**src/rtl/datapath_seq.sv**
```systemverilog
// Sequenced datapath: register file, A/B/C registers, B shifter, ALU, N/Z/V.
// One instruction runs per start/done handshake.
module datapath_seq #(
  parameter int W    = 16,
  parameter int NREG = 8
) (
  input  logic                    clk,
  input  logic                    rst_n,
  input  logic                    start,
  input  logic [1:0]              mode,
  input  logic [1:0]              aluop,
  input  logic [1:0]              shift,
  input  logic [$clog2(NREG)-1:0] rd,
  input  logic [$clog2(NREG)-1:0] rn,
  input  logic [$clog2(NREG)-1:0] rm,
  input  logic [W-1:0]            imm,
  output logic                    busy,
  output logic                    done,
  output logic [W-1:0]            datapath_out,
  output logic                    z_out,
  output logic                    n_out,
  output logic                    v_out
);

  localparam int RW = $clog2(NREG);

  localparam logic [1:0] M_MOVI = 2'b00;
  localparam logic [1:0] M_MOV  = 2'b01;
  localparam logic [1:0] M_ALU  = 2'b10;
  localparam logic [1:0] M_CMP  = 2'b11;

  localparam logic [1:0] OP_ADD = 2'b00;
  localparam logic [1:0] OP_SUB = 2'b01;
  localparam logic [1:0] OP_AND = 2'b10;
  localparam logic [1:0] OP_NOT = 2'b11;

  typedef enum logic [2:0] {
    IDLE, LDA, LDB, EXEC, WB
  } state_t;

  state_t         state;
  logic [W-1:0]   rf [NREG];
  logic [W-1:0]   a_q, b_q, c_q;
  logic [W-1:0]   imm_q;
  logic [1:0]     mode_q, op_q, sh_q;
  logic [RW-1:0]  rd_q, rn_q, rm_q;
  logic           z_q, n_q, v_q;

  logic [W-1:0]   bs, res;
  logic           v_res;
  logic           is_add, is_sub, is_and, is_not;

  assign is_add = (mode_q == M_ALU) && (op_q == OP_ADD);
  assign is_sub = (mode_q == M_CMP) ||
                  ((mode_q == M_ALU) && (op_q == OP_SUB));
  assign is_and = (mode_q == M_ALU) && (op_q == OP_AND);
  assign is_not = (mode_q == M_ALU) && (op_q == OP_NOT);

  always_comb begin
    case (sh_q)
      2'b00:   bs = b_q;
      2'b01:   bs = {b_q[W-2:0], 1'b0};
      2'b10:   bs = {1'b0, b_q[W-1:1]};
      default: bs = {b_q[W-1], b_q[W-1:1]};
    endcase
  end

  // Overflow: operands agree in sign (ADD) or differ (SUB) and result sign flips.
  always_comb begin
    res   = bs;
    v_res = 1'b0;
    unique case (1'b1)
      is_add: begin
        res   = a_q + bs;
        v_res = ~(a_q[W-1] ^ bs[W-1]) & (res[W-1] ^ a_q[W-1]);
      end
      is_sub: begin
        res   = a_q - bs;
        v_res = (a_q[W-1] ^ bs[W-1]) & (res[W-1] ^ a_q[W-1]);
      end
      is_and:  res = a_q & bs;
      is_not:  res = ~bs;
      default: res = bs;
    endcase
  end

  always_ff @(posedge clk or negedge rst_n) begin
    if (!rst_n) begin
      state  <= IDLE;
      busy   <= 1'b0;
      done   <= 1'b0;
      a_q    <= '0;
      b_q    <= '0;
      c_q    <= '0;
      imm_q  <= '0;
      mode_q <= '0;
      op_q   <= '0;
      sh_q   <= '0;
      rd_q   <= '0;
      rn_q   <= '0;
      rm_q   <= '0;
      z_q    <= 1'b0;
      n_q    <= 1'b0;
      v_q    <= 1'b0;
      for (int i = 0; i < NREG; i++)
        rf[i] <= '0;
    end else begin
      done <= 1'b0;
      unique case (state)
        IDLE: begin
          if (start) begin
            mode_q <= mode;
            op_q   <= aluop;
            sh_q   <= shift;
            rd_q   <= rd;
            rn_q   <= rn;
            rm_q   <= rm;
            imm_q  <= imm;
            busy   <= 1'b1;
            unique case (1'b1)
              (mode == M_MOVI): state <= WB;
              (mode == M_MOV):  state <= LDB;
              default:          state <= LDA;
            endcase
          end
        end
        LDA: begin
          a_q   <= rf[rn_q];
          state <= LDB;
        end
        LDB: begin
          b_q   <= rf[rm_q];
          state <= EXEC;
        end
        EXEC: begin
          if (mode_q != M_CMP)
            c_q <= res;
          if (mode_q[1]) begin
            z_q <= (res == '0);
            n_q <= res[W-1];
            v_q <= v_res;
          end
          if (mode_q == M_CMP) begin
            state <= IDLE;
            busy  <= 1'b0;
            done  <= 1'b1;
          end else begin
            state <= WB;
          end
        end
        WB: begin
          rf[rd_q] <= (mode_q == M_MOVI) ? imm_q : c_q;
          state    <= IDLE;
          busy     <= 1'b0;
          done     <= 1'b1;
        end
        default: begin
          state <= IDLE;
          busy  <= 1'b0;
        end
      endcase
    end
  end

  assign datapath_out = c_q;
  assign z_out        = z_q;
  assign n_out        = n_q;
  assign v_out        = v_q;

endmodule

```
**config.mk**
```make
export PLATFORM = sky130hd
export DESIGN_NAME = datapath_seq
export DESIGN_NICKNAME = d
export VERILOG_FILES = /design/src/rtl/datapath_seq.sv
export SDC_FILE = /design/constraint.sdc
export NUM_CORES = 1
export LEC_CHECK = 0
export BUFFER_PORTS_ARGS = -buffer_cell sky130_fd_sc_hd__buf_4
export CORE_MARGIN = 2
export CORE_UTILIZATION = 53
export DETAILED_ROUTE_END_ITERATION = 10
export GPL_TIMING_DRIVEN = 0
export PLACE_DENSITY = 0.69
export SLEW_MARGIN = 0
export SYNTH_ARGS = -nofsm -noshare
export SYNTH_HDL_FRONTEND = slang
export SYNTH_SLANG_ARGS = --single-unit
export TNS_END_PERCENT = 5
```
**constraint.sdc**
```tcl
create_clock -name clk -period 4.59 [get_ports clk]
set_input_delay 0.918 -clock clk [delete_from_list [all_inputs] [get_ports clk]]
set_output_delay 0.918 -clock clk [all_outputs]
set_load 0.02 [all_outputs]
```
==> metrics.txt, run 1 <==
post-route ant nets 0; RSZ-0062 raised after global routing no; clk_lat worst skew roughly 0.51 ns; Post-Place Setup Slack -0.296 ns; die width 157 um; final hold slack 0.436 ns; vias in the first global route between 9,000 and 10,000; leading post-synthesis cells by cell area dfrtp_1 (43%), mux4_2 (12%), mux2i_1 (5.7%), o21ai_0 (5.4%), nand2_1 (4.9%); Syn Nets 1,291; nets 1,370; layout cell share with drive strength beyond 1 17.0%; register area share after synthesis a little over two fifths; CP max-delay cell ha_1; clock tree buffer depth 3; Cells after Synth approximately 1,200; dpl hpwl 26,400 um; slack of the critical path approximately 0.10 ns; IO Port Bufs 54; max_cap viols 0; worst-path cell chain buf_4 > buf_4 > mux2_2 > mux2i_1 > inv_1 > ha_1 > nor3_1 > o21ai_0 > a41oi_1 > a221oi_2 > mux2_2 > o32ai_1 > nor2b_1 > nand4_1 > o31ai_2; post-DR wirelength/cell 21.3 um; Inst Count DP 1,592; initial DRC count approximately 730; I/O Pins 55; Num Clock Sinks roughly 220; Worst Path Required between 5 and 6 ns; Die Ht between 150 and 200 um; Vias 9,857; DR pass1 iterations 5; FFs w/ async S/R, synth 100%; Clock Tree Root clkbuf_16; Fill cells 2,044; Layout area overhead 12.7%; Main synth FF type dfrtp_1; post-synth top area share 43.3%; Worst path max stage delay 0.50 ns; Yosys top cell by area dfrtp_1; Worst Hold Class in -> async; skew final ~0.012 ns; Fin. Hold Viols 0; synth unique cells slightly above 70; max frequency 0.223 GHz; initial core utilization 53.4%; Num CTS Buffers 23; total grt overflow 0; Die ar. between 0.02 and 0.025 mm2; Post-Route WL 34,700 um; first-pass GRT wire length 54,800 um; top-count cell post-synth dfrtp_1; Final min period ~4.5 ns; Synth Area per Inst 10.2 um2; # DRC 0; outcome completed; Critical Path Start Type flop; max-slew violations 0; row count 56; antenna cells 0; core area roughly 0.023 mm2; crit path kind reg -> reg; final setup vio count 0; GRT Resource Usage Total around 29%; Clk pin slew, worst setup/hold paths 0.06 ns; crit path max fanout 10; Ys Warns 0; Worst-Margin Slew 1.03 ns; vias per cell 6.04; Max-Slew Margin vs Limit 29.4%; crit share post-route 97.7%; Commonest cells post-synth dfrtp_1 (215), nand2_1 (161), o21ai_0 (135), nor2_1 (106), a21oi_1 (105); #FFs+latches synth approximately 220; CTS H-tree lvls 1; Post-Syn Area 0.0124 mm2; Post-synth EDFFs 0; critical path arrival 4.90 ns; Placer Congestion between 0.9 and 1; CTS tree done; initial antenna violation count 0; largest net degree at the start of global routing around 110; CP endpoint kind flop; Post-Layout Cell Count about 1,600; cts hold-fix bufs 0; final core occ 60.2%
## cells in the final DEF (no fill, tap or decap), types with 7 or more instances in the layout
cell type  Yosys  routed
dfrtp_1      215     215
nand2_1      161     161
o21ai_0      135     134
nor2_1       106     106
a21oi_1      105     104
mux2i_1       71      71
clkbuf_1      60      64
mux4_2        64      64
buf_4          2      55
mux2_2        39      39
ha_1          37      37
inv_1         36      36
clkbuf_16      0      23
buf_1         13      11
nand3_1       10      10
o21bai_1      10      10
nor3_1         9       9
a211oi_1       9       9
o211ai_1       9       9
o31ai_1        8       8
nor2b_1        8       8
clkbuf_8       3       8
o21ai_1        6       7
## routing by layer
metal	global-route usage, %	wire length, um
met1	39.8	14700
met2	48.5	17000
met3	3.61	1930
met4	9.91	1180
met5	0	0
## state kept, by name, summed over array words and instances (netlist names), 2 cells and up
register	count
datapath_out	16
sh_q	2
rn_q	3
a_q	16
rm_q	3
mode_q	2
b_q	16
imm_q	16
rf	128
rd_q	3
op_q	2
state	3
## what timing repair did
action,in CTS,in global routing
gates resized for setup,3,4
buffers inserted,0,0
endpoints found under the setup margin,1,3
## layout make-up
cell class	count	area [um2]	area share, %
sequential	215	5380	38.4
multi-input combinational	883	6530	46.7
tap	319	399	2.85
clock buffer	34	667	4.76
inverter	36	135	0.965
clock inverter	6	55.1	0.393
buffer	83	385	2.75
timing repair buffer	55	440	3.15
## final timing paths
| check | slack (ns) | cells past startpoint | start | to |
|---|---|---|---|---|
| max reg2reg | 0.10 | 15 | sh_q[0]$_DFFE_PN0P_ | z_out$_DFFE_PN0P_ |
| min in group clk | 0.48 | 2 | v_out$_DFFE_PN0P_ | v_out$_DFFE_PN0P_ |
| max in group asynchronous | 3.16 | 2 | rst_n | mode_q[0]$_DFFE_PN0P_ |
| min | 0.44 | 1 | rst_n | rf[103]$_DFFE_PN0P_ |
| min reg2reg | 0.48 | 2 | v_out$_DFFE_PN0P_ | v_out$_DFFE_PN0P_ |
| max | 0.10 | 15 | sh_q[0]$_DFFE_PN0P_ | z_out$_DFFE_PN0P_ |
## kinds of logic after synthesis
kind of cell / after synthesis / synth area share, %
AND/OR/NAND/NOR: 331 / 11.4
multiplexers: 174 / 20.9
adder cells (fa/ha/maj): 39 / 4.05
XOR/XNOR: 8 / 0.564
AO/OA/AOI/OAI: 331 / 15.6
buffers and inverters: 120 / 4.19
flip-flops: 215 / 43.3
## metrics by stage
stage	TNS, ns	area (um2)
4_1_cts	0	14000
5_1_grt	0	14000
3_5_place_dp	-0.296	13300
2_1_floorplan	0	12400
6_report	0	14000
3_3_place_gp	-0.232	13200
## worst max-delay path: cells and delay by family (launching register included)
| kind | cells | cell delay [ns] |
|---|---|---|
| AO/OA/AOI/OAI | 5 | 1.57 |
| multiplexers | 3 | 1.08 |
| buffers and inverters | 3 | 0.50 |
| adder cells (fa/ha/maj) | 1 | 0.50 |
| AND/OR/NAND/NOR | 3 | 0.42 |
| flip-flops | 1 | 0.32 |
Power of run 1 is not shown: default switching activity piles up to over one toggle a cycle in this logic, so the estimate is an artifact.
==> run 2, diff against run 1 <==
--- a/config.mk
+++ b/config.mk
@@ -7,10 +7,10 @@
 export LEC_CHECK = 0
 export BUFFER_PORTS_ARGS = -buffer_cell sky130_fd_sc_hd__buf_4
 export CORE_MARGIN = 2
-export CORE_UTILIZATION = 53
+export CORE_UTILIZATION = 60
 export DETAILED_ROUTE_END_ITERATION = 10
 export GPL_TIMING_DRIVEN = 0
-export PLACE_DENSITY = 0.69
+export PLACE_DENSITY = 0.81
 export SLEW_MARGIN = 0
 export SYNTH_ARGS = -nofsm -noshare
 export SYNTH_HDL_FRONTEND = slang
==> run 2 against run 1 <==
Compared with the run above: core utilization increased by 8.6 points; sequential share of layout area grew 0.12 points; first-iteration DRC count up 36%.
==> metrics.txt, run 2 (same netlist as run 1, synthesis figures left out) <==
clk_lat worst skew 0.51 ns (about the same); crit path max fanout 10 (unchanged); antenna cells 0 (unchanged); Fin. Hold Viols 0 (unchanged); commonest non-fill, non-tap cell in the layout dfrtp_1; Crit. Startpoint sh_q[0]$_DFFE_PN0P_; Worst-Margin Slew 1.35 ns (+0.326 ns); initial core utilization 61.2% (+7.8 points); critical path arrival 4.59 ns (-0.31 ns); DR pass1 iterations 6 (+1); Worst Path Required 4.98 ns (-0.03 ns); Num CTS Buffers 23 (unchanged); R2R depth 15 (unchanged); total grt overflow 0 (unchanged); CP max-delay cell a211oi_1; Num Clock Sinks 215 (unchanged); most used cell, CP buf_4; clock tree buffer depth 3 (unchanged); final setup TNS 0 ns (unchanged); worst flop-to-flop path endpoint datapath_out[13]$_DFFE_PN0P_; Placer Congestion 0.955 (+1.7%); Clock Tree Root clkbuf_16; max frequency 0.238 GHz (+6.8%); Worst Hold Class in -> async; CTS H-tree lvls 1 (unchanged); end of the critical path datapath_out[13]$_DFFE_PN0P_; crit path kind reg -> reg; layout cell share with drive strength beyond 1 17.4% (+0.38 points); final setup vio count 0 (unchanged); nets 1,371 (+0.073%); post-route ant nets 0 (unchanged); die width 148 um (-5.9%); vias per cell 6.57 (+8.8%); max-slew violations 0 (unchanged); FF-to-FF setup slack 0.39 ns (+0.29 ns); initial antenna violation count 0 (unchanged); GRT Resource Usage Total 34.3% (+5.2 points); Final min period 4.20 ns (-0.285 ns); first-pass GRT wire length 57,700 um (+5.3%); Die ar. 0.0219 mm2 (-11%); start of the worst register-to-register path sh_q[0]$_DFFE_PN0P_; vias in the first global route 10,500 (+9.0%); worst-path cell chain buf_4 > buf_4 > mux2i_1 > o21ai_0 > ha_1 > buf_6 > nor2_1 > o311ai_0 > a211oi_1 > o21ai_2 > o21bai_1 > nor4_1 > a41o_1 > o32a_2 > mux2_2; RSZ-0062 raised after global routing no; Die Ht 148 um (-5.9%); I/O Pins 55 (unchanged); Post-Route WL 36,700 um (+5.7%); skew final 0.00957 ns (-0.00240 ns); post-DR wirelength/cell 23.2 um (+9.0%); crit share post-route 91.5% (-6.2 points); Layout area overhead 12.3%; dpl hpwl 26,300 um (-0.21%); Clk pin slew, worst setup/hold paths 0.06 ns (about the same); outcome completed; commonest non-fill, non-tap cells in the layout dfrtp_1 (215), nand2_1 (161), o21ai_0 (133); max_cap viols 0 (unchanged); Largest Register rf; Max-Slew Margin vs Limit 8.41% (-21 points); row count 52 (-7.1%); Critical Path Start Type flop; # DRC 0 (unchanged); largest net degree at the start of global routing 122 (+9.9%); CP endpoint kind flop; IO Port Bufs 54 (unchanged); max reg flops 128 (unchanged); core area 0.0203 mm2 (-13%); Worst path max stage delay 0.52 ns (+0.02 ns); Fill cells 1,592 (-22%); Vias 10,400 (+5.5%); initial DRC count 993 (+36%); CTS tree done
[run 2: worst min-delay path by stage]
stage / from / end / slack [ns] / depth (start not counted)
floorplan: rf[80]$_DFFE_PN0P_ / rf[80]$_DFFE_PN0P_ / 0.46 / 2
global placement: v_out$_DFFE_PN0P_ / v_out$_DFFE_PN0P_ / 0.47 / 2
detailed placement: n_out$_DFFE_PN0P_ / n_out$_DFFE_PN0P_ / 0.48 / 2
CTS: rst_n / rf[103]$_DFFE_PN0P_ / 0.46 / 1
global route: rst_n / rf[103]$_DFFE_PN0P_ / 0.48 / 1
finish: rst_n / rf[103]$_DFFE_PN0P_ / 0.42 / 1
[run 2: stage by stage]
step	setup slack, ns	std cells	instance area, um2	hold WS, ns	util [%]
after floorplan	0.743	1218	12400	0.461	-
after global placement	-0.272	1542	13200	0.471	64.8
after detailed placement	-0.363	1543	13200	0.482	65.0
after CTS	0.117	1583	13900	0.462	68.6
after global routing	0.00815	1582	14000	0.483	68.7
final	0.389	1582	14000	0.423	68.7
[run 2: cell type report]
type / count / area, um2 / share of cell area [%]
multi-input cells: 883 / 6550 / 46.9
inverters: 36 / 135 / 0.969
plain buffers: 83 / 385 / 2.76
clock buffers: 30 / 642 / 4.60
repair buffers: 56 / 448 / 3.21
well taps: 270 / 338 / 2.42
flip-flops and latches: 215 / 5380 / 38.6
clock inverters: 9 / 76.3 / 0.547
[run 2: repair_timing]
action / 4_1_cts / 5_1_grt
pin swaps: 1 / 0
gates resized for setup: 2 / 10
buffers inserted: 1 / 0
hold buffers: 0 / 0
endpoints found under the setup margin: 2 / 3
[run 2: routing by layer]
metal  global-route usage, %  wire, um  up-vias
met1                    44.2     14000     5166
met2                    58.0     17900      560
met4                    13.8      1580        0
li1                        -         -     4556
met3                    6.27      3190      117
met5                       0         0        -
[run 2: critical path, delay by kind of cell, from the launching register on]
kind            cells  cell delay, ns
flops               1            0.35
buf+inv             3            0.53
compound gates      7            2.31
simple gates        2            0.15
fa+ha+maj           1            0.34
mux                 2            0.40
Power of run 2 is left out for the same reason.
==> run 3, diff against run 2 <==
--- a/config.mk
+++ b/config.mk
@@ -8,9 +8,11 @@
 export BUFFER_PORTS_ARGS = -buffer_cell sky130_fd_sc_hd__buf_4
 export CORE_MARGIN = 2
 export CORE_UTILIZATION = 60
+export CTS_CLUSTER_DIAMETER = 100
 export DETAILED_ROUTE_END_ITERATION = 10
 export GPL_TIMING_DRIVEN = 0
 export PLACE_DENSITY = 0.81
+export REMOVE_ABC_BUFFERS = 1
 export SLEW_MARGIN = 0
 export SYNTH_ARGS = -nofsm -noshare
 export SYNTH_HDL_FRONTEND = slang
==> run 3 against run 2 <==
Compared with the run above: first-iteration DRC count decreased by 8.7%; non-clock buffer count decreased by 67; sequential share of layout area about the same; die area unchanged; register-to-register slack got worse by 0.21 ns; wire length decreased by 11%; cell count decreased by 3.9%; critical endpoint is now z_out$_DFFE_PN0P_.
==> metrics.txt, run 3 (same netlist as run 1, synthesis figures left out) <==
nets 1,305 (-4.8%); Fill cells 1,579 (-0.82%); initial antenna violation count 0 (unchanged); Worst-Margin Slew 1.37 ns (+0.0132 ns); post-route ant nets 0 (unchanged); Worst path max stage delay 0.67 ns (+0.15 ns); crit path max fanout 32 (+22); DR pass1 iterations 5 (-1); crit share post-route 96.1% (+4.5 points); Final min period 4.41 ns (+0.208 ns); commonest non-fill, non-tap cells in the layout dfrtp_1 (209), nand2_1 (161), o21ai_0 (133); Placer Congestion 0.939 (-1.7%); I/O Pins 55 (unchanged); first-pass GRT wire length 52,200 um (-9.4%); largest net degree at the start of global routing 88 (-28%); initial core utilization 61.2% (unchanged); Post-Route WL 32,700 um (-11%); Vias 9,798 (-5.8%); Design Area, Final 0.0140 mm2 (+0.19%); Largest Register rf; dpl cell area 0.0130 mm2 (-1.6%); core area 0.0203 mm2 (unchanged); CP max-delay cell dfrtp_4; total grt overflow 0 (unchanged); dpl hpwl 21,200 um (-19%); layout cell share with drive strength beyond 1 19.6% (+2.2 points); post-DR wirelength/cell 21.5 um (-7.3%); skew final 0.0103 ns (+0.000698 ns); most used cell, CP nor2b_1; CTS tree done; Clock Tree Root clkbuf_16; initial DRC count 907 (-8.7%); max frequency 0.227 GHz (-4.7%); Layout area overhead 12.6%; RSZ-0062 raised after global routing no; max-slew violations 0 (unchanged); Worst Path Required 5.03 ns (+0.05 ns); IO Port Bufs 54 (unchanged); vias per cell 6.45 (-1.9%); final setup TNS 0 ns (unchanged); clock tree buffer depth 3 (unchanged); Die ar. 0.0219 mm2 (unchanged); antenna cells 0 (unchanged); GRT Resource Usage Total 30.6% (-3.7 points); start of the worst register-to-register path sh_q[1]$_DFFE_PN0P_; Num Clock Sinks 215 (unchanged); Num CTS Buffers 24 (+4.3%); Post-Place Setup Slack -0.677 ns (-0.314 ns); max reg flops 128 (unchanged); clk_lat worst skew 0.53 ns (+0.02 ns); cts hold-fix bufs 0 (unchanged); die width 148 um (unchanged); critical path arrival 4.85 ns (+0.26 ns); final core occ 68.9% (+0.13 points); Max-Slew Margin vs Limit 8.59% (+0.17 points); crit path kind reg -> reg; # DRC 0 (unchanged); Crit. Startpoint sh_q[1]$_DFFE_PN0P_; vias in the first global route 9,813 (-6.7%); row count 52 (unchanged); Worst Hold Class in -> async; worst-path cell chain nand2_1 > o21ai_1 > ha_1 > inv_1 > fa_1 > nor2b_1 > o21ai_0 > a41oi_1 > a221oi_2 > mux2_2 > o32ai_2 > nor2b_1 > nand4_1 > o31ai_2; Die Ht 148 um (unchanged); CP endpoint kind flop; Clk pin slew, worst setup/hold paths 0.06 ns (about the same); Fin. Hold Viols 0 (unchanged); max_cap viols 0 (unchanged); CTS H-tree lvls 1 (unchanged); commonest non-fill, non-tap cell in the layout dfrtp_1; slack of the critical path 0.181 ns (-0.208 ns); Critical Path Start Type flop; final setup vio count 0 (unchanged); outcome completed
## run 3: changes by cell type in the layout (fill, tap and decap cells not counted), moves of 3 or more
cell,delta
clkbuf_1,-57
buf_1,-11
dfrtp_1,-6
buf_4,+5
bufinv_16,+4
clkbuf_8,-4
clkinv_2,-4
clkinvlp_4,+4
dfrtp_2,+4
buf_12,+3
clkbuf_2,-3
## run 3: area by class of cell
cell class | count | area, um2 | share of cell area [%]
inverter | 36 | 135 | 0.967
sequential | 215 | 5390 | 38.6
clock buffer | 31 | 657 | 4.70
clock inverter | 13 | 214 | 1.53
tap | 270 | 338 | 2.42
multi-input combinational | 883 | 6580 | 47.1
timing repair buffer | 72 | 661 | 4.73
## run 3: worst max-delay path: cells and delay by family, from the launching register on
family          cells  cell delay, ns
mux                 1            0.39
flops               1            0.67
buf+inv             1            0.06
simple gates        4            0.67
compound gates      6            1.87
fa+ha+maj           2            0.65
## run 3: path summary, 6_finish.rpt
check	cells past startpoint	endpoint	slack (ns)
max	14	z_out$_DFFE_PN0P_	0.18
min reg2reg	2	n_out$_DFFE_PN0P_	0.48
max reg2reg	14	z_out$_DFFE_PN0P_	0.18
min	1	rf[66]$_DFFE_PN0P_	0.27
max in group asynchronous	3	sh_q[1]$_DFFE_PN0P_	3.16
min in group clk	2	n_out$_DFFE_PN0P_	0.48
## run 3: per-stage QoR
step / hold slack (ns) / std cells
after floorplan: 0.461 / 1134
after global placement: 0.467 / 1458
after detailed placement: 0.474 / 1471
after CTS: 0.274 / 1519
after global routing: 0.284 / 1520
final: 0.269 / 1520
## run 3: layer usage
layer / track usage (%) / wire (um) / up-vias
met5: 0 / 0 / -
met4: 10.1 / 1110 / 0
met3: 4.07 / 2450 / 82
met2: 49.2 / 15500 / 409
met1: 43.5 / 13700 / 4872
li1: - / - / 4435
## run 3: what timing repair did
item	in CTS	in global routing
pin swaps	1	0
gates resized for setup	6	7
buffers inserted	4	0
endpoints found under the setup margin	6	2
Power of run 3 is left out for the same reason.
